<file path="config.mk">
export PLATFORM = sky130hd
export DESIGN_NAME = dispensador_troco
export DESIGN_NICKNAME = d
export VERILOG_FILES = /design/src/rtl/troco_pkg.sv /design/src/rtl/seletor_moeda.sv /design/src/rtl/dispensador_troco.sv
export SDC_FILE = /design/constraint.sdc
export NUM_CORES = 1
export LEC_CHECK = 0
export ABC_AREA = 1
export CAP_MARGIN = 20
export CORE_ASPECT_RATIO = 0.8
export CORE_MARGIN = 1
export CORE_UTILIZATION = 54
export DETAILED_ROUTE_END_ITERATION = 12
export MAX_ROUTING_LAYER = met4
export PLACE_DENSITY = 0.86
export SYNTH_ARGS = -nofsm -noshare
export SYNTH_HDL_FRONTEND = slang
export SYNTH_SLANG_ARGS = --single-unit
</file>
<file path="constraint.sdc">
create_clock -name clk -period 2.2 [get_ports clk]
set_input_delay 0.33 -clock clk [delete_from_list [all_inputs] [get_ports clk]]
set_output_delay 0.33 -clock clk [all_outputs]
set_load 0.1 [all_outputs]
</file>
<file path="src/rtl/troco_pkg.sv">
// rtl/troco_pkg.sv - shared states, coin encoding and coin values for the change dispenser
package troco_pkg;

    typedef enum logic [2:0] {
        OCIOSO    = 3'd0,
        SELECIONA = 3'd1,
        PULSO     = 3'd2,
        INTERVALO = 3'd3,
        FIM       = 3'd4
    } estado_t;

    typedef enum logic [1:0] {
        MOEDA_REAL1  = 2'd0,
        MOEDA_CENT50 = 2'd1,
        MOEDA_CENT25 = 2'd2
    } moeda_t;

    localparam int VALOR_REAL1  = 4;
    localparam int VALOR_CENT50 = 2;
    localparam int VALOR_CENT25 = 1;

    function automatic int valor_moeda(moeda_t m);
        case (m)
            MOEDA_REAL1:  return VALOR_REAL1;
            MOEDA_CENT50: return VALOR_CENT50;
            default:      return VALOR_CENT25;
        endcase
    endfunction

endpackage

</file>
<file path="src/rtl/seletor_moeda.sv">
// rtl/seletor_moeda.sv - combinational largest-coin picker; stock-aware when TROCO_ESTOQUE_EN is defined
import troco_pkg::*;

module seletor_moeda #(
    parameter int W_CRED = 4
) (
    input  logic [W_CRED-1:0] restante,
`ifdef TROCO_ESTOQUE_EN
    input  logic [2:0]        tem_estoque,
`endif
    output moeda_t            moeda,
    output logic              nenhuma
);

    always_comb begin
        moeda   = MOEDA_CENT25;
        nenhuma = 1'b0;
`ifdef TROCO_ESTOQUE_EN
        // bit order of tem_estoque follows moeda_t: real1, cent50, cent25
        if (restante >= W_CRED'(VALOR_REAL1) && tem_estoque[0]) begin
            moeda = MOEDA_REAL1;
        end else if (restante >= W_CRED'(VALOR_CENT50) && tem_estoque[1]) begin
            moeda = MOEDA_CENT50;
        end else if (restante != '0 && tem_estoque[2]) begin
            moeda = MOEDA_CENT25;
        end else begin
            nenhuma = 1'b1;
        end
`else
        if (restante >= W_CRED'(VALOR_REAL1)) begin
            moeda = MOEDA_REAL1;
        end else if (restante >= W_CRED'(VALOR_CENT50)) begin
            moeda = MOEDA_CENT50;
        end else begin
            nenhuma = (restante == '0);
        end
`endif
    end

endmodule

</file>
<file path="src/rtl/dispensador_troco.sv">
// rtl/dispensador_troco.sv - change dispenser FSM with pulse/gap timer; TROCO_ESTOQUE_EN adds per-coin stock counters
import troco_pkg::*;

module dispensador_troco #(
    parameter int W_CRED       = 4,
    parameter int PULSE_CYC    = 4,
    parameter int GAP_CYC      = 2,
    parameter int ESTOQUE_INIT = 8
) (
    input  logic              clk,
    input  logic              rst_n,
    input  logic              iniciar,
    input  logic [W_CRED-1:0] valor,
    input  logic              repor,
    output logic              ocupado,
    output logic              concluido,
    output logic              erro,
    output logic              ejetar_real1,
    output logic              ejetar_cent50,
    output logic              ejetar_cent25,
    output logic [W_CRED-1:0] restante
);

    localparam int TW = 8;

    estado_t           estado_q;
    moeda_t            moeda_q;
    moeda_t            moeda_sel;
    logic              nenhuma;
    logic [TW-1:0]     tempo_q;
    logic [W_CRED-1:0] resto_q;
    logic              ocupado_q, concluido_q;
    logic              real1_q, cent50_q, cent25_q;
    logic [W_CRED-1:0] restante_q;

`ifdef TROCO_ESTOQUE_EN
    localparam logic [3:0] ESTOQUE_CHEIO = 4'(ESTOQUE_INIT);

    logic [2:0][3:0] estoque_q;
    logic [2:0]      tem_estoque;
    logic            falha_q;
    logic            erro_q;

    for (genvar g = 0; g < 3; g++) begin : g_tem
        assign tem_estoque[g] = (estoque_q[g] != 4'd0);
    end

    seletor_moeda #(.W_CRED(W_CRED)) u_seletor (
        .restante    (resto_q),
        .tem_estoque (tem_estoque),
        .moeda       (moeda_sel),
        .nenhuma     (nenhuma)
    );

    assign erro = erro_q;
`else
    localparam int estoque_init_unused = ESTOQUE_INIT;
    logic repor_unused;
    assign repor_unused = repor;

    seletor_moeda #(.W_CRED(W_CRED)) u_seletor (
        .restante (resto_q),
        .moeda    (moeda_sel),
        .nenhuma  (nenhuma)
    );

    assign erro = 1'b0;
`endif

    // Outputs are registered from the current state, so they trail the FSM by one edge.
    always_ff @(posedge clk or negedge rst_n) begin
        if (!rst_n) begin
            estado_q    <= OCIOSO;
            moeda_q     <= MOEDA_CENT25;
            tempo_q     <= '0;
            resto_q     <= '0;
            ocupado_q   <= 1'b0;
            concluido_q <= 1'b0;
            real1_q     <= 1'b0;
            cent50_q    <= 1'b0;
            cent25_q    <= 1'b0;
            restante_q  <= '0;
`ifdef TROCO_ESTOQUE_EN
            estoque_q   <= {3{ESTOQUE_CHEIO}};
            falha_q     <= 1'b0;
            erro_q      <= 1'b0;
`endif
        end else begin
            ocupado_q   <= (estado_q != OCIOSO);
            concluido_q <= (estado_q == FIM);
            real1_q     <= (estado_q == PULSO) && (moeda_q == MOEDA_REAL1);
            cent50_q    <= (estado_q == PULSO) && (moeda_q == MOEDA_CENT50);
            cent25_q    <= (estado_q == PULSO) && (moeda_q == MOEDA_CENT25);
            restante_q  <= resto_q;
`ifdef TROCO_ESTOQUE_EN
            erro_q      <= (estado_q == FIM) && falha_q;
`endif
            case (estado_q)
                OCIOSO: begin
                    if (iniciar) begin
                        resto_q  <= valor;
                        estado_q <= (valor == '0) ? FIM : SELECIONA;
`ifdef TROCO_ESTOQUE_EN
                        falha_q  <= 1'b0;
`endif
                    end
`ifdef TROCO_ESTOQUE_EN
                    if (repor) begin
                        estoque_q <= {3{ESTOQUE_CHEIO}};
                    end
`endif
                end
                SELECIONA: begin
                    if (nenhuma) begin
                        estado_q <= FIM;
`ifdef TROCO_ESTOQUE_EN
                        falha_q  <= 1'b1;
`endif
                    end else begin
                        moeda_q  <= moeda_sel;
                        tempo_q  <= '0;
                        estado_q <= PULSO;
                    end
                end
                PULSO: begin
                    if (tempo_q == TW'(PULSE_CYC - 1)) begin
                        resto_q  <= resto_q - W_CRED'(valor_moeda(moeda_q));
                        tempo_q  <= '0;
                        estado_q <= INTERVALO;
`ifdef TROCO_ESTOQUE_EN
                        case (moeda_q)
                            MOEDA_REAL1:  estoque_q[0] <= estoque_q[0] - 4'd1;
                            MOEDA_CENT50: estoque_q[1] <= estoque_q[1] - 4'd1;
                            default:      estoque_q[2] <= estoque_q[2] - 4'd1;
                        endcase
`endif
                    end else begin
                        tempo_q <= tempo_q + TW'(1);
                    end
                end
                INTERVALO: begin
                    if (tempo_q == TW'(GAP_CYC - 1)) begin
                        estado_q <= (resto_q == '0) ? FIM : SELECIONA;
                    end else begin
                        tempo_q <= tempo_q + TW'(1);
                    end
                end
                FIM:     estado_q <= OCIOSO;
                default: estado_q <= OCIOSO;
            endcase
        end
    end

    assign ocupado       = ocupado_q;
    assign concluido     = concluido_q;
    assign ejetar_real1  = real1_q;
    assign ejetar_cent50 = cent50_q;
    assign ejetar_cent25 = cent25_q;
    assign restante      = restante_q;

endmodule

</file>
---- After elaboration in Yosys (flattened, before gate mapping) ----
Index checks and enable logic that the tools add are counted.
cells by class
  add/subtract/negate cells ............... 2
  bitwise gates (word level) .............. 1
  reductions and logical operators ........ 14
  $lt $le $gt $ge ......................... 2
  muxes and demuxes ....................... 21
  eq/ne operators ......................... 13
operators by type and width
  kind                                                 number
  two-way mux 8 bit                                    3
  one-hot mux 8 bit (3 select lines)                   1
  two-way mux 3 bit                                    6
  two-way mux 4 bit                                    4
  one-hot mux 3 bit (4 select lines)                   1
  AND reduction 3 bit                                  3
  adder 8 x 1 -> 8 bit, second input constant          1
  == test 8 x 1 -> 1 bit, second input constant        1
  == test 8 x 2 -> 1 bit, second input constant        1
  logical NOT 4 bit                                    2
  inequality test 2 bit, second input constant         4
  one-hot mux 4 bit (2 select lines)                   1
  == test 3 x 2 -> 1 bit, second input constant        2
  one-hot mux 3 bit (2 select lines)                   1
  nonzero test 3 bit                                   2
  >= comparator 4 x 2 -> 1 bit, second input constant  1
  >= comparator 4 x 3 -> 1 bit, second input constant  1
  two-way mux 2 bit                                    2
  subtractor 4 bit                                     1
  == test 3 x 1 -> 1 bit, second input constant        1
  == test 3 bit, second input constant                 1
  logical AND 1 bit                                    3
  logical NOT 3 bit                                    1
  == test 2 x 1 -> 1 bit, second input constant        1
  other kinds (7)                                      8
word-level totals
  output and inout port bits .............. 10
  word-level logic and storage cells ...... 63
  flip-flop bits (word level) ............. 26

---- Depth between registers and ports, before layout ----
  word-level depth ........................ 7
  gate-level depth with buffers ........... 9
  depth with buffers taken out ............ 9

---- Cells and area by module ----
From an unflattened synthesis, not the netlist that was laid out.
second synthesis, totals
  cells, all modules ...................... 187
  area total of the unflattened synthesis .. 1495.2 um^2
by module, submodules not included
  module             seq. area each (um^2)  area each (um^2)  times used  cells each
  dispensador_troco  651.9                  1456.4            1           178
  seletor_moeda      0.0                    38.8              1           9

---- Worst setup path before layout ----
OpenSTA, ideal clock, no wires.
  path type ............................... reg2reg
  start point ............................. reg moeda_q[1]
  end point ............................... reg resto_q[2]
  period minus slack after synthesis ...... 1.578 ns
  stages on the path, launching flop included .. 9
  arrival ................................. 1.455 ns
  slack ................................... 0.622 ns
  path through ............................ dfstp_2 clkbuf_1 ha_1 inv_1 fa_1 xnor2_1 o21ai_0 nand2_1 nand2_1
between the ends
  word-level cells in the longest chain between the ends .. 7
  elaborated cells on any way between the ends .. 8
  classes of those cells .................. add/sub: 1; eq/ne: 1; mux: 5; reduce/logical: 1
ends and longest elaborated chain
  item                                                         RTL line                  RTL
  start: declaration                                           dispensador_troco.sv:27   moeda_t moeda_q;
  start signal: assignment                                     dispensador_troco.sv:120  moeda_q <= moeda_sel;
  == test 2 x 1 -> 1 bit or logical NOT 2 bit (tied branches)  troco_pkg.sv:23           case (m)
  one-hot mux 3 bit (2 select lines) *                         troco_pkg.sv:23
  two-way mux 4 bit *                                          dispensador_troco.sv:126  if (tempo_q == TW'(PULSE_CYC - 1)) begin
  two-way mux 4 bit *                                          dispensador_troco.sv:98   case (estado_q)
  subtractor 4 bit *                                           dispensador_troco.sv:127  resto_q <= resto_q - W_CRED'(valor_moeda(moeda_q));
  two-way mux 4 bit *                                          dispensador_troco.sv:126
  one-hot mux 4 bit (2 select lines) *                         dispensador_troco.sv:98
  end signal: assignment                                       dispensador_troco.sv:101  resto_q <= valor;
  end signal: assignment                                       dispensador_troco.sv:127
  end: declaration                                             dispensador_troco.sv:31   logic [W_CRED-1:0] resto_q;
Mark *: on every way between the ends. The rest lies on a longest branch, timed or not. The select of a mux whose other input is x is not followed.
A chain may end at the register's enable or synchronous reset.

---- Worst setup path after layout ----
  start point ............................. reg moeda_q[1]
  end point ............................... reg resto_q[3]
Same word-level chain as after synthesis.

==> impl_metrics.py <==
metrics = {
    "cts": {
        "root_buffer": "clkbuf_4",
        "cts_resized": 0,
        "hold_buffers": 0,
        "cts_tree": "built",
        "path_clk_slew_ps": 130,
        "insertion_delay_ps": 320,
        "post_cts_buffers": 0,
        "clock_tree.htree_level_count": 1,
        "cts_buffers": 3,
        "clock_sinks": 26,
        "cts.path.max_buffers": 2,
    },
    "synth": {
        "synthTopCellsByCount": "nand2_1, dfrtp_1, inv_1, nand3_1, nor2_1",
        "ys_seq_elements": 26,
        "ys_seq_area_frac": 0.451,
        "syn_inst": 173,
        "ys_types": 31,
        "yosys.area_share.simple": 0.294,
        "yosys_warnings": 0,
        "async_reset_ff_frac": 1.00,
        "synth_area_um2": 1450,
        "synth_edf_count": 0,
        "synth_ff_type": "dfrtp_1",
        "synth_fa_ha_area_frac": 0.0571,
        "yosys-top-cells-area": "dfrtp_1, nand2_1, nand3_1, inv_1, ha_1",
        "yosysTopAreaCellShare": 0.433,
        "yosysMostFrequentCell": "nand2_1",
        "synth_top_family_by_area": "simple AND/OR/NAND/NOR gates",
        "synthMuxAreaShare": 0,
        "syn-num-nets": 187,
        "postSynthAreaPerCell_um2": 8.35,
        "synthXorXnorAreaFrac": 0.0242,
        "synth_top_area_cell": "dfrtp_1",
        "synth_compound_area_frac": 0.101,
    },
    "timing": {
        "setup_slack_ps": 402,
        "maxSlewHeadroom": 0.671,
        "whs_ps": 357,
        "fin_crit_sh": 0.817,
        "skew_ps": 8.08,
        "hold_viol_final": 0,
        "drv_slew": 0,
        "setup-tns-final_ps": 0,
        "fmax_mhz": 556,
        "final.min_clock_period_ps": 1800,
        "worst_slew_pin_slew_ps": 488,
        "setup_viol": 0,
        "grt_setup_unrepaired": "false",
    },
    "cells_and_area": {
        "seq_area_um2": 652,
        "antenna_cells": 0,
        "multi_input_area_um2": 693,
        "utilization": 0.660,
        "finalNonFillerCells": 226,
        "syn_to_final_growth_pct": 13.4,
        "finish.instance_area_um2": 1640,
        "fill_cells": 217,
        "nNetsFinal": 205,
        "final_layout_size_suffix_gt1_frac": 0.184,
    },
    "global_route": {
        "grt_pass1_wl_mm": 4.89,
        "first_global_vias": 1057,
        "antenna_found_initial": 0,
        "grt_max_degree": 27,
        "grt_usage": 0.246,
        "overflow": 0,
    },
    "routing": {
        "viasPerCell": 5.18,
        "drtIter0Drc": 35,
        "wl_per_cell_um": 12.5,
        "wl_mm": 2.83,
        "ant_nets": 0,
        "detail_route.drc_violations": 0,
        "dr.pass1.iters": 4,
        "dr_total_vias": 1171,
    },
    "critical_path": {
        "r2r_slack_ps": 400,
        "reg2reg_from": "moeda_q[1]",
        "r2r_end": "resto_q[3]",
        "crit_top_cell": "nand2_1",
        "r2r_cells": 9,
        "slowest_delay_ps": 550,
        "critPathKind": "reg2reg",
        "worstPathRequired_ps": 2410,
        "start_kind": "flip-flop",
        "crit_fanout": 4,
        "path_cells": "inv_1, nand2_1, ha_1, a21oi_1, nand2_1, nand2_1, nand3_1, nand3_1, nand2_1",
        "worst_setup_path_end_kind": "flip-flop",
        "cp.arrival_ps": 2010,
        "startpoint": "moeda_q[1]",
        "crit_slowest_cell": "dfstp_2",
        "cp-endpoint": "resto_q[3]",
    },
    "placed_design": {
        "dp_slack_ps": 460,
        "place_hpwl_mm": 2.24,
        "placed_cells": 222,
        "gp_congestion": 1.00,
        "placed_area_um2": 1600,
        "io_buffers": 15,
    },
    "power_and_ir_drop": {
        "peakVddDrop_mv": 1.01,
        "leakage_nw": 0.824,
        "totalPowerFinal_mw": 2.64,
        "power_density_nw_per_um2": 1610,
    },
    "status": {
        "status": "complete, no violations",
    },
    "floorplanning": {
        "start_util": 0.582,
        "dieArea_um2": 2890,
        "die-width_um": 59.8,
        "die_h_um": 48.3,
        "core_area_um2": 2480,
        "rows": 16,
        "ios": 18,
    },
    "min_path": {
        "hp-class": "in2async",
    },
    "job": {
        "drv_cap": 0,
    },
}
placed cells by master, fill, tap and decap left out, types with 2 or more instances in the layout:
| cell | n |
|---|---|
| inv_1 | 17 |
| clkbuf_4 | 3 |
| o21ai_2 | 5 |
| clkdlybuf4s50_1 | 6 |
| ha_1 | 5 |
| buf_4 | 10 |
| nand3_1 | 13 |
| nand2_2 | 2 |
| dfrtp_1 | 25 |
| inv_2 | 2 |
| o21ai_0 | 10 |
| nor3_1 | 3 |
| o211ai_1 | 3 |
| xor2_1 | 3 |
| o21bai_1 | 2 |
| nor2_2 | 4 |
| nor2_1 | 12 |
| nor2_4 | 2 |
| nand2_1 | 49 |
| nand4_1 | 2 |
metal layers:
layer | wire (µm) | track usage
met1 | 1300 | 0.320
met2 | 1290 | 0.376
met3 | 155 | 0.0610
met4 | 89 | 0.0977
met5 | 0 | -
worst max-delay path: cells and delay by family, from the launching register on:
family / cells / cell delay [ps]
AOI/OAI and AO/OA: 1 / 220
DFF: 1 / 550
adders and majority gates: 1 / 290
buffers and inverters: 1 / 70
and+or+nand+nor: 6 / 570
worst min path at each step:
stage	from	to	slack, ps	cells after the start
global placement	resto_q[0]	restante[0]	360	0
CTS	rst_n	tempo_q[4]	370	2
finish	rst_n	tempo_q[4]	360	2
detailed placement	resto_q[0]	restante[0]	380	0
floorplan	rst_n	concluido	30	0
global route	rst_n	ejetar_cent25	380	2
sequential cells by signal, summed over array words and instances, names as in the netlist:
| signal | count |
|---|---|
| moeda_q | 2 |
| tempo_q | 8 |
| restante | 4 |
| concluido | 1 |
| estado_q | 3 |
| ocupado | 1 |
| resto_q | 4 |
| ejetar_cent50 | 1 |
| ejetar_real1 | 1 |
| ejetar_cent25 | 1 |
cell families (layout without fill, tap and decap cells):
group,after synthesis,after routing
DFF,26,26
AOI/OAI and AO/OA,22,22
adders and majority gates,6,6
buffers and inverters,23,40
and+or+nand+nor,91,91
other,1,1
xor gates and xnor gates,4,4
layout make-up:
type	instances	area share
Sequential cell	26	0.398
Timing Repair Buffer	16	0.0824
Multi-Input combinational cell	124	0.423
Inverter	20	0.0473
Tap cell	36	0.0275
Clock buffer	4	0.0221
power by group:
part	total (mW)	switching, mW	leakage [nW]	internal, mW
clock network	0.234	0.133	0.0210	0.101
logic	1.63	1.19	0.472	0.445
registers	0.773	0.129	0.332	0.644
(Power assumes the default switching activity.)
